[src/rtl/lsu_pkg.sv]
// lsu_pkg: op encodings, FSM states and the DM/timer address map for m_lsu.
package lsu_pkg;

    localparam logic [2:0] OP_LW  = 3'd0;
    localparam logic [2:0] OP_LH  = 3'd1;
    localparam logic [2:0] OP_LHU = 3'd2;
    localparam logic [2:0] OP_LB  = 3'd3;
    localparam logic [2:0] OP_LBU = 3'd4;
    localparam logic [2:0] OP_SW  = 3'd5;
    localparam logic [2:0] OP_SH  = 3'd6;
    localparam logic [2:0] OP_SB  = 3'd7;

    typedef enum logic [1:0] {
        S_IDLE,
        S_BUSY,
        S_RESP
    } lsu_state_t;

    localparam logic [31:0] DM_START = 32'h0000_0000;
    localparam logic [31:0] DM_END   = 32'h0000_2FFF;
    localparam logic [31:0] T1_START = 32'h0000_7F00;
    localparam logic [31:0] T1_END   = 32'h0000_7F0B;
    localparam logic [31:0] T2_START = 32'h0000_7F10;
    localparam logic [31:0] T2_END   = 32'h0000_7F1B;

    localparam logic [1:0] SZ_B = 2'd0;
    localparam logic [1:0] SZ_H = 2'd1;
    localparam logic [1:0] SZ_W = 2'd2;

    function automatic logic op_is_store(input logic [2:0] op);
        return (op == OP_SW) || (op == OP_SH) || (op == OP_SB);
    endfunction

    function automatic logic op_is_signed(input logic [2:0] op);
        return (op == OP_LH) || (op == OP_LB);
    endfunction

    function automatic logic [1:0] op_size(input logic [2:0] op);
        case (op)
            OP_LW, OP_SW:         return SZ_W;
            OP_LH, OP_LHU, OP_SH: return SZ_H;
            default:              return SZ_B;
        endcase
    endfunction

endpackage

[src/rtl/m_lsu_ext.sv]
// lsu_ext: selects the addressed lane of captured bus read data and sign/zero extends it.
module lsu_ext
    import lsu_pkg::*;
#(
    parameter int unsigned DATA_W = 32
) (
    input  logic [DATA_W-1:0]             rdata,
    input  logic [2:0]                    op,
    input  logic [$clog2(DATA_W/8)-1:0]   off,
    output logic [31:0]                   ext
);

    logic [31:0] lane;
    logic        sgn;

    always_comb begin
        // byte offset shift also picks the upper word of a 64-bit bus for LW
        lane = 32'(rdata >> {off, 3'b000});
        sgn  = op_is_signed(op);
        ext  = '0;
        case (op_size(op))
            SZ_W:    ext = lane;
            SZ_H:    ext = {{16{sgn & lane[15]}}, lane[15:0]};
            default: ext = {{24{sgn & lane[7]}}, lane[7:0]};
        endcase
    end

endmodule

[src/rtl/m_lsu.sv]
// m_lsu: M-stage load/store unit with AdEL/AdES checks and a registered multi-cycle bus port.
// Define M_LSU_TIMER_GUARD_EN to reject sub-word accesses at or above T1_START.
module m_lsu
    import lsu_pkg::*;
#(
    parameter int unsigned DATA_W = 32,
    parameter int unsigned ADDR_W = 32
) (
    input  logic                  clk,
    input  logic                  reset_n,
    input  logic                  req_valid,
    input  logic [2:0]            req_op,
    input  logic [ADDR_W-1:0]     req_addr,
    input  logic [31:0]           req_wdata,
    output logic                  req_ready,
    input  logic                  flush,
    output logic                  resp_valid,
    output logic [31:0]           resp_rdata,
    output logic                  exc_adel,
    output logic                  exc_ades,
    output logic                  bus_req,
    output logic                  bus_we,
    output logic [ADDR_W-1:0]     bus_addr,
    output logic [DATA_W/8-1:0]   bus_be,
    output logic [DATA_W-1:0]     bus_wdata,
    input  logic                  bus_ack,
    input  logic [DATA_W-1:0]     bus_rdata
);

    localparam int unsigned NB    = DATA_W / 8;
    localparam int unsigned OFF_W = $clog2(NB);

    lsu_state_t        state, state_nx;
    logic [OFF_W-1:0]  off_q;
    logic [2:0]        op_q;
    logic [DATA_W-1:0] rdata_q;
    logic              exc_l_q, exc_s_q, killed;

    logic              accept, misalign, out_of_range, guard_err, acc_err;
    logic [1:0]        sz;
    logic [OFF_W-1:0]  off;
    logic [NB-1:0]     be_nx;
    logic [DATA_W-1:0] wdata_nx;
    logic [31:0]       ext_data;

    function automatic logic in_win(input logic [ADDR_W-1:0] a,
                                    input logic [31:0] lo, input logic [31:0] hi);
        return (a - ADDR_W'(lo)) <= ADDR_W'(hi - lo);
    endfunction

    assign req_ready = (state == S_IDLE);
    assign accept    = req_valid && req_ready && !flush;

    always_comb begin
        sz       = op_size(req_op);
        off      = req_addr[OFF_W-1:0];
        misalign = ((sz == SZ_W) && (req_addr[1:0] != 2'b00)) ||
                   ((sz == SZ_H) && req_addr[0]);
        out_of_range = !(in_win(req_addr, DM_START, DM_END) ||
                         in_win(req_addr, T1_START, T1_END) ||
                         in_win(req_addr, T2_START, T2_END));
`ifdef M_LSU_TIMER_GUARD_EN
        guard_err = (sz != SZ_W) && (req_addr >= ADDR_W'(T1_START));
`else
        guard_err = 1'b0;
`endif
        acc_err = misalign || out_of_range || guard_err;

        be_nx    = '0;
        wdata_nx = '0;
        case (sz)
            SZ_W: begin
                be_nx    = NB'(4'hF) << off;
                wdata_nx = {(DATA_W/32){req_wdata}};
            end
            SZ_H: begin
                be_nx    = NB'(2'b11) << off;
                wdata_nx = {(DATA_W/16){req_wdata[15:0]}};
            end
            default: begin
                be_nx    = NB'(1'b1) << off;
                wdata_nx = {NB{req_wdata[7:0]}};
            end
        endcase
    end

    always_comb begin
        state_nx = state;
        case (state)
            S_IDLE:  if (accept) state_nx = acc_err ? S_RESP : S_BUSY;
            // a killed transaction still waits for ack, then skips the response
            S_BUSY:  if (bus_ack) state_nx = (killed || flush) ? S_IDLE : S_RESP;
            S_RESP:  state_nx = S_IDLE;
            default: state_nx = S_IDLE;
        endcase
    end

    always_ff @(posedge clk or negedge reset_n) begin
        if (!reset_n) begin
            state     <= S_IDLE;
            off_q     <= '0;
            op_q      <= OP_LW;
            rdata_q   <= '0;
            exc_l_q   <= 1'b0;
            exc_s_q   <= 1'b0;
            killed    <= 1'b0;
            bus_req   <= 1'b0;
            bus_we    <= 1'b0;
            bus_addr  <= '0;
            bus_be    <= '0;
            bus_wdata <= '0;
        end else begin
            state <= state_nx;
            case (state)
                S_IDLE: begin
                    if (accept) begin
                        off_q   <= off;
                        op_q    <= req_op;
                        rdata_q <= '0;
                        killed  <= 1'b0;
                        exc_l_q <= acc_err && !op_is_store(req_op);
                        exc_s_q <= acc_err && op_is_store(req_op);
                        if (!acc_err) begin
                            bus_req   <= 1'b1;
                            bus_we    <= op_is_store(req_op);
                            bus_addr  <= {req_addr[ADDR_W-1:OFF_W], {OFF_W{1'b0}}};
                            bus_be    <= be_nx;
                            bus_wdata <= wdata_nx;
                        end
                    end
                end
                S_BUSY: begin
                    if (flush) killed <= 1'b1;
                    if (bus_ack) begin
                        bus_req <= 1'b0;
                        bus_we  <= 1'b0;
                        rdata_q <= bus_rdata;
                    end
                end
                default: ;
            endcase
        end
    end

    lsu_ext #(.DATA_W(DATA_W)) u_ext (
        .rdata (rdata_q),
        .op    (op_q),
        .off   (off_q),
        .ext   (ext_data)
    );

    always_comb begin
        resp_valid = (state == S_RESP) && !flush;
        exc_adel   = resp_valid && exc_l_q;
        exc_ades   = resp_valid && exc_s_q;
        resp_rdata = (resp_valid && !op_is_store(op_q) && !exc_l_q) ? ext_data : '0;
    end

endmodule

[config.mk]
export PLATFORM = sky130hd
export DESIGN_NAME = m_lsu
export DESIGN_NICKNAME = d
export VERILOG_FILES = /design/src/rtl/lsu_pkg.sv /design/src/rtl/m_lsu_ext.sv /design/src/rtl/m_lsu.sv
export SDC_FILE = /design/constraint.sdc
export NUM_CORES = 1
export LEC_CHECK = 0
export CORE_MARGIN = 8
export CORE_UTILIZATION = 45
export CTS_CLUSTER_DIAMETER = 30
export DETAILED_ROUTE_END_ITERATION = 10
export PLACE_DENSITY_LB_ADDON = 0.08
export SLEW_MARGIN = 0
export SYNTH_ARGS = -nofsm -noshare
export SYNTH_HDL_FRONTEND = slang
export SYNTH_SLANG_ARGS = --single-unit
[constraint.sdc]
create_clock -name clk -period 3.16 [get_ports clk]
set_clock_uncertainty 0.05 [all_clocks]
set_input_delay 0.632 -clock clk [delete_from_list [all_inputs] [get_ports clk]]
set_output_delay 0.632 -clock clk [all_outputs]
set_load 0.01 [all_outputs]
; ---- Word-level counts from Yosys, hierarchy flattened
; Cells that the tools add are included.
[classes]
magnitude_cmp = 3
reduce_logical = 41
bitwise = 3
n_mux = 24
eq_ne = 21
n_addsub = 2
shifts = 4
[op_table]
columns = op, n
row1 = one-hot mux 32 bit (2 select lines), 3
row2 = 2-to-1 mux 32 bit, 3
row3 = less-or-equal comparator 32 x 4 -> 1 bit (second input constant), 2
row4 = subtractor 32 x 15 -> 32 bit (second input constant), 2
row5 = less-or-equal comparator 32 x 14 -> 1 bit (second input constant), 1
row6 = >> shifter 32 x 5 -> 32 bit, 1
row7 = equality test 3 bit (second input constant), 6
row8 = one-hot mux 2 bit (2 select lines), 3
row9 = logical AND 1 bit, 11
row10 = logical OR 1 bit, 10
row11 = equality test 3 x 2 -> 1 bit (second input constant), 3
row12 = AND reduction 3 bit, 3
row13 = 2-to-1 mux 2 bit, 4
row14 = one-hot mux 4 bit (2 select lines), 1
row15 = 2-to-1 mux 1 bit, 7
row16 = equality test 2 x 1 -> 1 bit (second input constant), 3
row17 = equality test 2 bit (second input constant), 3
row18 = equality test 3 x 1 -> 1 bit (second input constant), 2
row19 = zero test 3 bit, 2
row20 = != test 2 bit (second input constant), 3
row21 = one-hot mux 1 bit (2 select lines), 3
row22 = OR reduction 3 bit, 2
row23 = zero test 1 bit, 5
row24 = AND reduction 2 bit, 2
row25 = 10 further kinds, 13
[word_totals]
out_inout_bits = 106
ff_bits = 110
inputBits = 104
wordCells = 110

; ---- Longest topological paths before layout
; Gate-level depths: netlist of run 1.
[depth]
ltp_word = 10
mapped_depth = 14

; ---- Cells and area by module
; A second synthesis of run 1 with hierarchy kept.
[unflattened]
hier_cells = 580
hier_area_um2 = 5998.3
[by_module_without_submodules]
columns = module, cells_each, area_each_um2, n_inst
row1 = m_lsu, 467, 5183.7, 1
row2 = lsu_ext, 113, 814.5, 1

; ---- Least setup slack after synthesis of run 1
; OpenSTA, ideal clock, no wires.
[synth_path]
kind = input to register
start = in req_op[0]
end = reg bus_wdata[10]
path_buffers = 2
slack_ns = 0.034
cell_stages = 12
t_required_ns = 2.983
arrival_ns = 2.949
cell_sequence = xnor2_1 nor2b_1 ha_1 clkbuf_1 nor2_1 o211ai_1 a21oi_1 and4_1 and4b_4 o31ai_4 buf_6 mux2_1
[synth_via]
elab_chain_len = 9
elab_cells_between_ends = 17
cone_classes = eq/ne: 6 / mux: 2 / bitwise: 1 / reduce/logical: 8
[synth_lines]
columns = item, line_no
row1 = "start, declared", m_lsu.sv:12  ; input logic [2:0] req_op,
row2 = "equality test 3 bit, or another cell as far along", lsu_pkg.sv:39  ; case (op)
row3 = OR reduction 3 bit / OR reduction 2 bit (equally long branches), lsu_pkg.sv:39
row4 = one-hot mux 2 bit (2 select lines) *, lsu_pkg.sv:39
row5 = equality test 2 bit / equality test 2 x 1 -> 1 bit (equally long branches), "m_lsu.sv:57, m_lsu.sv:71, m_lsu.sv:58"
row6 = "logical AND 1 bit, on equally long branches", "m_lsu.sv:57, m_lsu.sv:58"
row7 = logical OR 1 bit, m_lsu.sv:57  ; misalign = ((sz == SZ_W) && (req_addr[1:0] != 2'b00)) ||
row8 = logical OR 1 bit, m_lsu.sv:67  ; acc_err = misalign || out_of_range || guard_err;
row9 = NOT 1 bit (no line), --
row10 = AND reduction 3 bit (no line), --
row11 = "end signal, assigned", m_lsu.sv:128  ; bus_wdata <= wdata_nx;
row12 = "end, declared", m_lsu.sv:25  ; output logic [DATA_W-1:0] bus_wdata,
; Mark *: on every way between the ends. The rest lies on a longest branch, timed or not.
; A chain may end at the register's enable or synchronous reset.

; ---- Worst setup path in the final report of run 1
[layout_path]
start = in req_addr[4]
end = reg bus_wdata[7]
[layout_via]
elab_chain_len = 8
elab_cells_between_ends = 11
cone_classes = add/sub: 2 / order compare: 3 / bitwise: 1 / reduce/logical: 5
[layout_lines]
columns = item, line_no
row1 = "start, declared", m_lsu.sv:13  ; input logic [ADDR_W-1:0] req_addr,
row2 = subtractor 32 x 15 -> 32 bit, m_lsu.sv:48  ; return (a - ADDR_W'(lo)) <= ADDR_W'(hi - lo);
row3 = less-or-equal comparator 32 x 4 -> 1 bit, m_lsu.sv:48
row4 = logical OR 1 bit, m_lsu.sv:59  ; out_of_range = !(in_win(req_addr, DM_START, DM_END) ||
row5 = logical OR 1 bit *, m_lsu.sv:60  ; in_win(req_addr, T1_START, T1_END) ||
row6 = zero test 1 bit *, m_lsu.sv:59
row7 = logical OR 1 bit *, m_lsu.sv:67
row8 = NOT 1 bit (no line) *, --
row9 = AND reduction 3 bit (no line) *, --
; Marks and branches as above.

==> results of run 1 <==
## critical path, delay by kind of cell
family / cells / cell delay, ps
AND/OR/NAND/NOR: 3 / 950
buffers and inverters: 4 / 850
multiplexers: 2 / 560
AO/OA/AOI/OAI: 2 / 350
## flip-flops by register name, summed over array words and instances, names as in the netlist
signal	flops
bus_addr	30
bus_be	4
bus_req	1
bus_wdata	32
bus_we	1
exc_l_q	1
exc_s_q	1
killed	1
off_q	2
op_q	3
rdata_q	32
state	2
## power by group
part	internal (mW)	total [mW]	switching, mW
Combinational	0.333	0.692	0.359
Sequential	1.42	1.45	0.0238
Clock	0.711	1.28	0.564
Total	2.47	3.41	0.947
## timing repair
| action | CTS | global route |
|---|---|---|
| endpoints found under the hold margin | 0 | 0 |
| setup buffers | 8 | 2 |
| resized for setup | 65 | 31 |
| gates cloned | 3 | 0 |
| pin swaps | 10 | 10 |
| endpoints found under the setup margin | 89 | 68 |
## routing by layer
layer	part of all wire	vias to the layer above	GRT usage	wire [um]
met3	0.089	29	0.0822	1720
met4	0.020	0	0.0767	379
met1	0.39	2609	0.269	7560
li1	-	2492	-	-
met5	0	-	0	0
met2	0.50	242	0.392	9660
## synthesized netlist by cell type, drive strengths merged, types with 4 or more instances
master,n
mux2,56
a22o,41
a21oi,33
nor2b,8
buf,15
mux2i,20
ha,5
clkbuf,23
nor2,31
dfrtp,110
or4,4
a211oi,8
nor3,6
nand2,75
and2,20
inv,10
o21ai,27
a22oi,8
nand3,7
## final timing paths
check	startpoint	to	slack, ps
worst max-delay path	req_addr[4]	bus_wdata[7]	20
worst min-delay path	reset_n	rdata_q[26]	230
worst max register to register	state[0]	bus_wdata[7]	970
worst min register to register	bus_addr[21]	bus_addr[21]	440
max in group asynchronous	reset_n	rdata_q[18]	2140
min in group clk	bus_addr[21]	bus_addr[21]	440
## cell families after synthesis
group	after synthesis	share of synthesized area
DFF	110	0.479
other	1	0.000652
AOI/OAI and AO/OA	133	0.162
and+or+nand+nor	180	0.156
xor gates and xnor gates	3	0.00457
muxes	76	0.145
adders and majority gates	5	0.0109
buffers and inverters	48	0.0420
## placed cells by master (no fill, tap or decap), types with 3 or more instances in the layout
cell             netlist  routed
buf_16                 0       3
dlygate4sd2_1          0      23
mux2_1                48      39
xnor2_1                3       3
nand3_1                7       6
buf_12                 0       4
a211oi_1               8       8
inv_1                 10      10
dfrtp_1              110     109
dlymetal6s2s_1         0       4
mux2_2                 8       8
mux2_4                 0       9
clkdlybuf4s15_1        0       4
nand2_1               75      75
and2_1                20      20
mux2i_1               20      18
nand3b_1               3       3
buf_4                  2      59
a22o_1                41      41
clkbuf_16              0       9
nor3_1                 6       3
ha_1                   5       3
buf_6                  7       3
and3_1                 3       3
clkbuf_2               0       3
nor2_1                31      29
a21oi_1               33      30
a22oi_1                8       8
or4_4                  1       3
nand4_1                3       3
nor2b_1                8       6
clkdlybuf4s50_1        0     172
or2_2                  3       3
o21ai_0               26      26
## stage by stage
step / cell area (sq um) / hold WS [ps]
global placement: 8310 / 419
floorplan: 5750 / 286
finish: 8980 / 226
CTS: 8880 / 254
global route: 8980 / 275
detailed placement: 8310 / 420
## area by class of cell
type | count | area share
inverters | 10 | 0.00418
multi-input cells | 399 | 0.331
clock inverters | 6 | 0.0116
well taps | 172 | 0.0240
repair buffers | 275 | 0.297
flip-flops and latches | 110 | 0.307
clock buffers | 10 | 0.0255
==> reports/metrics.yaml, run 1 <==
syn-instance-count: 556
wl_per_cell_um: 19.7
seq_area_sq_um: 2750
antennaDiodeCount: 0
grt_start_max_net_pins: 49
htree_levels: 3
finalCoreUtilization: 0.714
synth_cell_types: 52
core_area_sq_um: 12600
syn_area_sq_um: 5750
die-area_sq_um: 16600
required_ps: 3350
initial_utilization: 0.457
cp-start-kind: "primary input"
rows: 41
holdBufCountCts: 0
synthArstFlopShare: 1.00
cp_slowest_cell: "or4_4"
yosysTopAreaCell: "dfrtp_1"
fill_cells: 952
worst_pin_slew_ps: 730
routed_via_density: 5.47
antenna_found_initial: 0
cts_tree: "done"
vias: 5372
p_leak_nw: 4.20
grt_pass1_vias: 5668
drive_above_1_share: 0.170
setup_viol: 0
irDropWorstVdd_uv: 346
total_power_mw: 3.41
cpPeakStageDelay_ps: 600
min_path_type: "primary input to async pin"
slew_headroom: 0.512
syn_avg_cell_area_sq_um: 10.3
yosysSeqAreaShare: 0.479
netlist.area_leader.share: 0.479
setup_tns_ps: 0
clkTransAtPathRegs_ps: 70
clock_path_buffers: 2
p_per_area_nw_per_um2: 380
place_congestion: 0.884
synth_area_leaders: "dfrtp_1, mux2_1, a22o_1, nand2_1, mux2i_1"
syn2layout_area_growth_pct: 56.2
crit_path_end_kind: "flip-flop"
post-route-drc-count: 0
clock_sinks: 110
min_period_ps: 3140
fp.dieW_um: 129
finalCritPeriodShare: 0.995
cts-root-buf: "clkbuf_16"
dp_hpwl_mm: 14.0
dr.pass1.iters: 5
drtAntennaViolNets: 0
grt_pass1_wl_mm: 30.3
multi_input_area_sq_um: 2970
dp_cells: 954
synth_seq_cells: 110
numCtsBuffers: 9
clock_latency_ps: 350
layout_setup_ws_ps: 16.0
max_cap_viol_count: 0
dp_worst_setup_slack_ps: -562
drtIter0Drc: 362
port_buffers: 207
crit_chain: "clkdlybuf4s50_1, or4_4, nand3_4, mux2i_4, a2111oi_4, and4_4, o31ai_4, buf_6, buf_4, buf_12, mux2_4"
crit_type: "primary input to flip-flop"
final_nets: 914
yosysWarnings: 0
arrival_ps: 3340
status: "finished clean"
hold_viol: 0
grt-ovfl-total: 0
stdcell_count: 982
fmax_mhz: 318
critPathMaxFanout: 6
slew_viol_final: 0
wl_mm: 19.3
r2r_cells: 8
die_h_um: 129
synth-main-ff-cell: "dfrtp_1"
synth-edff-count: 0
grtUsageTotal: 0.232
io_pins: 210
(Power assumes the default switching activity.)
==> inputs of run 2 (changes only) <==
--- a/config.mk
+++ b/config.mk
@@ -5,6 +5,7 @@
 export SDC_FILE = /design/constraint.sdc
 export NUM_CORES = 1
 export LEC_CHECK = 0
+export CAP_MARGIN = 10
 export CORE_MARGIN = 8
 export CORE_UTILIZATION = 45
 export CTS_CLUSTER_DIAMETER = 30
==> constraint.sdc (replaced) <==
create_clock -name clk -period 3.1 [get_ports clk]
set_clock_uncertainty 0.05 [all_clocks]
set_input_delay 0.62 -clock clk [delete_from_list [all_inputs] [get_ports clk]]
set_output_delay 0.62 -clock clk [all_outputs]
set_load 0.01 [all_outputs]
==> reports/metrics.yaml, run 2 (synthesized netlist as in run 1, its figures left out) <==
min_path_type: "primary input to async pin"
vias: 5382
setup_viol: 0
critPathCapture: "bus_wdata[22]"
io_pins: 210
place_congestion: 0.890
worst_pin_slew_ps: 696
arrival_ps: 3210
core_area_sq_um: 12600
multi_input_area_sq_um: 3000
finalCritPeriodShare: 0.977
wl_per_cell_um: 19.8
final_common_cell: "clkdlybuf4s50_1"
antennaDiodeCount: 0
die_h_um: 129
min_period_ps: 3030
port_buffers: 207
reg_top3: "bus_wdata (32), rdata_q (32), bus_addr (30)"
drtAntennaViolNets: 0
critPathLaunch: "req_op[2]"
crit_chain: "clkdlybuf4s15_1, nand2b_4, mux2i_4, buf_6, ha_4, nor2_4, o211ai_1, a21oi_2, and4_1, and4b_4, o31ai_4, buf_12, buf_4, mux2_4"
syn2layout_area_growth_pct: 57.5
r2r_cells: 7
fill_cells: 956
ff2ff_setup_slack_ps: 800
crit_type: "primary input to flip-flop"
dp_cells: 955
fmax_mhz: 330
hold_viol: 0
antenna_found_initial: 0
irDropWorstVdd_uv: 245
critPathMaxFanout: 5
grt-ovfl-total: 0
dr.pass1.iters: 4
clock_sinks: 110
grt_pass1_wl_mm: 30.4
clock_path_buffers: 2
grtUsageTotal: 0.234
crit_path_end_kind: "flip-flop"
grt_pass1_vias: 5844
stdcell_count: 995
worst_path_dominant_cell_family: "buffers and inverters"
status: "finished clean"
cpPeakStageDelay_ps: 340
htree_levels: 3
drtIter0Drc: 298
placed_cell_area_sq_um: 8310
rsz0062_at_grt: "no"
mostFrequentLayoutCells: "clkdlybuf4s50_1, dfrtp_1, nand2_1"
p_per_area_nw_per_um2: 367
cp_slowest_cell: "o31ai_4"
rows: 41
clkTransAtPathRegs_ps: 70
slew_viol_final: 0
rr_endpoint: "bus_be[1]"
cts_tree: "done"
clock_latency_ps: 350
max_cap_viol_count: 0
cp.depth: 14
drive_above_1_share: 0.194
post-route-drc-count: 0
dp_hpwl_mm: 14.3
final_nets: 927
routed_via_density: 5.41
required_ps: 3280
fp.dieW_um: 129
grt_start_max_net_pins: 56
slew_headroom: 0.534
wl_mm: 19.7
path_buf_inv: 4
die-area_sq_um: 16600
final_area_sq_um: 9050
initial_utilization: 0.457
cts-root-buf: "clkbuf_16"
seq_area_sq_um: 2750
p_leak_nw: 4.30
numCtsBuffers: 9
worstReg2RegStart: "state[0]"
holdBufCountCts: 0
cp-start-kind: "primary input"
run 2: changes by cell type in the layout (fill, tap and decap cells not counted), sizes merged:
cell	before	now
dlygate4sd2	23	26
dlymetal6s2s	4	7
inv	12	13
bufinv	2	0
clkinv	1	2
clkdlybuf4s50	172	164
clkbuf	13	15
buf	69	82
run 2: what timing repair did:
action                                  in CTS  in global routing
gates resized for setup                     76                 43
setup buffers                               19                  3
pin swaps                                   16                 19
hold endpoints to repair                     0                  0
endpoints found under the setup margin      86                 69
gates cloned                                 3                  0
run 2: per-layer routing:
metal  wire (um)  share of wire  global-route usage
met1        7860           0.40               0.264
met2        9820           0.50               0.408
met3        1570          0.080              0.0707
met4         458          0.023              0.0898
met5           0              0                   0
run 2: stage by stage:
stage	setup TNS (ps)	power [mW]	setup WS [ps]	hold slack, ps	util
after floorplan	0	1.81	48.5	274	-
after global placement	-38260	2.16	-559	421	0.661
after detailed placement	-37280	2.17	-565	425	0.661
after CTS	-52.2	3.30	-17.3	178	0.712
after global routing	0	3.46	15.3	209	0.720
final	0	3.32	70.2	166	0.720
run 2: worst min-delay path by stage:
stage	end	from	slack, ps
after CTS	killed	reset_n	180
after floorplan	bus_addr[10]	reset_n	270
after global placement	bus_addr[19]	bus_addr[19]	420
after global routing	rdata_q[26]	reset_n	210
final	rdata_q[23]	reset_n	170
after detailed placement	bus_addr[24]	bus_addr[24]	420
run 2: cell type report:
cell class,instances,area share
repair buffers,288,0.306
well taps,172,0.0238
clock buffers,10,0.0253
clock inverters,6,0.00580
multi-input cells,399,0.331
flip-flops and latches,110,0.304
inverters,10,0.00415
run 2: power by group:
part,internal (mW),switching (mW)
Clock,0.561,0.558
Sequential,1.45,0.0266
Combinational,0.352,0.373
Total,2.36,0.958
run 2: worst register-to-register path, delay by kind of cell, from the launching register on:
kind	cells	cell delay, ps
AOI/OAI and AO/OA	1	190
muxes	1	340
buffers and inverters	3	420
and+or+nand+nor	2	730
DFF	1	440
